$ cat config.mk
export PLATFORM = sky130hd
export DESIGN_NAME = dmem_arbiter
export DESIGN_NICKNAME = d
export VERILOG_FILES = /design/src/rtl/dmem_arbiter.sv
export SDC_FILE = /design/constraint.sdc
export NUM_CORES = 1
export LEC_CHECK = 0
export BUFFER_PORTS_ARGS = -buffer_cell sky130_fd_sc_hd__clkbuf_2
export CAP_MARGIN = 20
export CORE_MARGIN = 3
export CORE_UTILIZATION = 46
export CTS_CLUSTER_SIZE = 20
export DETAILED_ROUTE_END_ITERATION = 10
export PLACE_DENSITY = 0.82
export SLEW_MARGIN = 20
export SYNTH_ARGS = -nofsm -noshare
export SYNTH_HDL_FRONTEND = slang
export SYNTH_SLANG_ARGS = --single-unit
export TNS_END_PERCENT = 1
$ cat constraint.sdc
create_clock -name clk -period 2 [get_ports clk]
set_clock_uncertainty 0.05 [all_clocks]
set_input_delay 0.4 -clock clk [delete_from_list [all_inputs] [get_ports clk]]
set_output_delay 0.4 -clock clk [all_outputs]
set_load 0.01 [all_outputs]
$ cat src/rtl/dmem_arbiter.sv
// Round-robin arbiter in front of a single-port data memory.
// Serves requester 0 (CPU) and requester 1 (loader/debug), one registered access every three cycles.
//
// state  | meaning
// IDLE   | arbitrate; capture the winner's command
// ACCESS | drive memory for one cycle; winner's gnt high
// RESP   | winner's done/err high; rdata updated for reads
module dmem_arbiter #(
    parameter int ADDR_W = 8,
    parameter int DATA_W = 32
) (
    input  logic              clk,
    input  logic              rst,
    input  logic              req0,
    input  logic              we0,
    input  logic [31:0]       addr0,
    input  logic [DATA_W-1:0] wdata0,
    output logic              gnt0,
    output logic              done0,
    output logic [DATA_W-1:0] rdata0,
    output logic              err0,
    input  logic              req1,
    input  logic              we1,
    input  logic [31:0]       addr1,
    input  logic [DATA_W-1:0] wdata1,
    output logic              gnt1,
    output logic              done1,
    output logic [DATA_W-1:0] rdata1,
    output logic              err1,
    output logic [ADDR_W-1:0] mem_addr,
    output logic [DATA_W-1:0] mem_din,
    output logic              mem_we,
    input  logic [DATA_W-1:0] mem_dout
);

    typedef enum logic [1:0] {IDLE, ACCESS, RESP} state_t;

    state_t            state, state_nxt;
    logic              last_winner, last_winner_nxt;
    logic              cmd_id, cmd_id_nxt;
    logic              cmd_we, cmd_we_nxt;
    logic [31:0]       cmd_addr, cmd_addr_nxt;
    logic [DATA_W-1:0] cmd_wdata, cmd_wdata_nxt;

    logic              gnt0_nxt, gnt1_nxt, done0_nxt, done1_nxt, err0_nxt, err1_nxt;
    logic [DATA_W-1:0] rdata0_nxt, rdata1_nxt;
    logic [ADDR_W-1:0] mem_addr_nxt;
    logic [DATA_W-1:0] mem_din_nxt;
    logic              mem_we_nxt;

    logic              pick;
    logic              sel_we;
    logic [31:0]       sel_addr;
    logic [DATA_W-1:0] sel_wdata;
    logic              sel_in_range;
    logic              in_range;

    // Any nonzero bit above the memory address width is out of range; no wrap-around.
    assign in_range     = (cmd_addr[31:ADDR_W] == '0);
    assign pick         = (req0 && req1) ? ~last_winner : req1;
    assign sel_we       = pick ? we1 : we0;
    assign sel_addr     = pick ? addr1 : addr0;
    assign sel_wdata    = pick ? wdata1 : wdata0;
    assign sel_in_range = (sel_addr[31:ADDR_W] == '0);

    always_comb begin
        state_nxt       = state;
        last_winner_nxt = last_winner;
        cmd_id_nxt      = cmd_id;
        cmd_we_nxt      = cmd_we;
        cmd_addr_nxt    = cmd_addr;
        cmd_wdata_nxt   = cmd_wdata;
        gnt0_nxt        = 1'b0;
        gnt1_nxt        = 1'b0;
        done0_nxt       = 1'b0;
        done1_nxt       = 1'b0;
        err0_nxt        = 1'b0;
        err1_nxt        = 1'b0;
        rdata0_nxt      = rdata0;
        rdata1_nxt      = rdata1;
        mem_addr_nxt    = mem_addr;
        mem_din_nxt     = mem_din;
        mem_we_nxt      = 1'b0;
        case (state)
            IDLE: begin
                if (req0 || req1) begin
                    state_nxt       = ACCESS;
                    last_winner_nxt = pick;
                    cmd_id_nxt      = pick;
                    cmd_we_nxt      = sel_we;
                    cmd_addr_nxt    = sel_addr;
                    cmd_wdata_nxt   = sel_wdata;
                    gnt0_nxt        = ~pick;
                    gnt1_nxt        = pick;
                    mem_addr_nxt    = sel_addr[ADDR_W-1:0];
                    mem_din_nxt     = sel_wdata;
                    mem_we_nxt      = sel_we && sel_in_range;
                end
            end
            ACCESS: begin
                state_nxt = RESP;
                done0_nxt = ~cmd_id;
                done1_nxt = cmd_id;
                err0_nxt  = ~cmd_id && !in_range;
                err1_nxt  = cmd_id && !in_range;
                if (!cmd_we) begin
                    if (cmd_id) rdata1_nxt = in_range ? mem_dout : '0;
                    else        rdata0_nxt = in_range ? mem_dout : '0;
                end
            end
            RESP: begin
                state_nxt = IDLE;
            end
            default: begin
                state_nxt = IDLE;
            end
        endcase
    end

    always_ff @(posedge clk) begin
        if (rst) begin
            state       <= IDLE;
            last_winner <= 1'b1;
            cmd_id      <= 1'b0;
            cmd_we      <= 1'b0;
            cmd_addr    <= '0;
            cmd_wdata   <= '0;
            gnt0        <= 1'b0;
            gnt1        <= 1'b0;
            done0       <= 1'b0;
            done1       <= 1'b0;
            err0        <= 1'b0;
            err1        <= 1'b0;
            rdata0      <= '0;
            rdata1      <= '0;
            mem_addr    <= '0;
            mem_din     <= '0;
            mem_we      <= 1'b0;
        end else begin
            state       <= state_nxt;
            last_winner <= last_winner_nxt;
            cmd_id      <= cmd_id_nxt;
            cmd_we      <= cmd_we_nxt;
            cmd_addr    <= cmd_addr_nxt;
            cmd_wdata   <= cmd_wdata_nxt;
            gnt0        <= gnt0_nxt;
            gnt1        <= gnt1_nxt;
            done0       <= done0_nxt;
            done1       <= done1_nxt;
            err0        <= err0_nxt;
            err1        <= err1_nxt;
            rdata0      <= rdata0_nxt;
            rdata1      <= rdata1_nxt;
            mem_addr    <= mem_addr_nxt;
            mem_din     <= mem_din_nxt;
            mem_we      <= mem_we_nxt;
        end
    end

endmodule
==> impl_metrics.yaml <==
synth:
  synth_top_area_frac: 0.484
  synth-adder-area-share: 0
  yosysSeqAreaShare: 0.484
  synth_warnings: 0
  ys_types: 32
  ys_seq_elements: 140
  synth-simple-area-share: 0.282
  syn_inst: 723
  synth_area_um2: 5790
  syn_nets: 889
  synthXorXnorAreaFrac: 0
  yosysTopAreaCell: "dfxtp_1"
  synth-compound-area-share: 0.167
  syn_area_per_cell_um2: 8.01
  synth_top_family_by_area: "simple AND/OR/NAND/NOR gates"
  synthTopCellsByArea: "dfxtp_1 (48%), nand2_1 (13%), a311oi_1 (9.8%)"
  muxShareOfSynthArea: 0
cells_and_area:
  final_util: 0.638
  final_net_count: 1122
  fill_cells: 1106
  diodes: 0
  layout-drive-gt1-share: 0.341
  synthToLayoutAreaGrowth_pct: 34.0
global_routing:
  gr-total-overflow: 0
  grt_usage: 0.246
  grt_pass1_wl_um: 28000
  grt_max_degree: 67
  grt_pass1_vias: 5692
  antenna_found_initial: 0
die:
  dieWidth_um: 118
  num_rows: 40
  core_area_um2: 12200
  start_util: 0.476
  io_pins: 277
  dieArea_um2: 14000
  die_y_um: 118
power:
  ir_drop_mv: 0.465
  p_leak_uw: 0.00340
  power.density_nw_per_um2: 880
timing:
  finalSetupViolCount: 0
  slew_violations: 0
  hold_violations: 0
  fin_hold_ws_ps: 176
  tightest_slew_ps: 732
  min_period_over_period: 0.890
  setup_ws_ps: 220
  tns_ps: 0
  fmax_mhz: 562
  rsz0062_at_grt: "false"
  fin_crit_ps: 1780
  maxSlewHeadroom: 0.512
worst_hold_path:
  hold_depth: 3
  hold_class: "in -> reg"
  min_from: "wdata1[6]"
  hold-path-endpoint: "mem_din[6]"
routing:
  wl_per_cell_um: 15.6
  viasPerCell: 5.39
  drc: 0
  firstDrtPassIters: 6
  antenna_left: 0
  drt_iter0_drc: 523
  wirelength_um: 17700
  vias: 6128
setup_path:
  r2r_start: "state[1]"
  start_kind: "register"
  critPathKind: "reg -> reg"
  crit_path_max_incr_delay_ps: 820
  critPathMaxFanout: 32
  reg2regPathDepth: 4
  crit_path_end_kind: "register"
  r2r_slack_ps: 220
  critPathArrivalTime_ps: 2010
  slowest_stage: "or3b_2"
  cp.required_ps: 2230
  r2r-end: "rdata1[11]"
  cp_cell_sequence: "nand2b_1, or3b_2, nand2_1, a21oi_1"
placed_design:
  globalplace.congestion: 0.870
  place.detailed.hpwl_um: 12600
  post-place-ws_ps: 221
  portBuffers: 276
clock_tree:
  cts_root_buf: "clkbuf_16"
  cts_tree: "done"
  cts.sinks: 140
  cts_resized: 0
  cts_made_buffers: 17
  htree_levels: 4
  clock_path_buffers: 2
  clk_latency_ps: 410
  post-cts-setup-buffers: 0
  cts_hold_buf: 0
  path_clk_slew_ps: 60
run_status:
  outcome: "complete, no violations"
run:
  maxCapViolations: 0
==> layer usage <==
layer | vias to the layer above | wire length, um | global-route usage
met2 | 275 | 8610 | 0.410
met5 | - | 0 | 0
met3 | 31 | 1650 | 0.0785
li1 | 3042 | - | -
met4 | 0 | 378 | 0.0938
met1 | 2780 | 7100 | 0.297
==> Yosys cell counts, drive strengths merged <==
cell and number:
and4 2, nand2 197, a31oi 1, nand3b 1
a311oi 65, a21boi 3, nor4 10, buf 32
a21bo 1, or3b 1, or4 4, nor3 8
and2 1, a2111oi 1, or3 1, nand4 66
nor4b 1, dfxtp 140, a21oi 65, nand2b 1
nor2 69, o21a 1, nor3b 2, clkbuf 48
o21ai 1, nand3 1
==> flip-flops by register name, summed over array words and instances, names as in the netlist <==
signal and flops:
mem_din 32, rdata0 32, rdata1 32, cmd_addr 25
mem_addr 7, state 2, cmd_id 1, cmd_we 1
done0 1, done1 1, err0 1, err1 1
gnt0 1, gnt1 1, last_winner 1, mem_we 1
==> metrics by stage <==
stage          total power (uW)  std cells  instance area (um2)
2_1_floorplan              3770        723                 5790
5_1_grt                    7130       1136                 7750
3_3_place_gp               4200       1105                 7260
6_report                   6820       1136                 7750
3_5_place_dp               4220       1105                 7260
4_1_cts                    6890       1136                 7750
==> cell type report <==
cell class                 instances  area, um2  area share
multi-input combinational        503       2630       0.339
clock buffer                      22        444      0.0573
timing repair buffer             294       1620       0.209
clock inverter                     9       50.0     0.00645
sequential                       140       2800       0.361
tap                              168        210      0.0271
==> logic make-up after synthesis <==
group | after synthesis
buffers and inverters | 80
AOI/OAI and AO/OA | 138
DFF | 140
and+or+nand+nor | 365
==> report_power, final <==
part	leakage, uW	internal [uW]	switching, uW
Combinational	0.00201	442	668
Clock	0.000243	1560	1100
Sequential	0.00115	2960	94.1
==> worst max-delay path, delay by kind of cell (launching register included) <==
family / cells / cell delay [ps]
AND/OR/NAND/NOR: 3 / 1220
flip-flops: 1 / 300
AO/OA/AOI/OAI: 1 / 70
==> cells in the final DEF, fill, tap and decap left out, types with 3 or more instances in the layout <==
cell type,n
a21oi_1,65
a311oi_1,65
buf_12,8
buf_4,11
clkbuf_1,5
clkbuf_16,17
clkbuf_2,275
clkinv_2,7
dfxtp_1,140
nand2_1,197
nand4_1,66
nor2_1,68
nor3_1,7
nor4_1,10
or4_1,3
==> worst max-delay path by stage <==
stage,start,to,slack (ps),cells after the start
4_1_cts,state[1],rdata1[11],220,4
3_3_place_gp,addr0[29],mem_we,210,5
2_1_floorplan,addr0[29],mem_we,370,4
5_1_grt,state[1],rdata1[15],120,4
3_5_place_dp,addr0[29],mem_we,220,5
6_report,state[1],rdata1[11],220,4
Note: power is estimated with default switching activity, not from simulation.
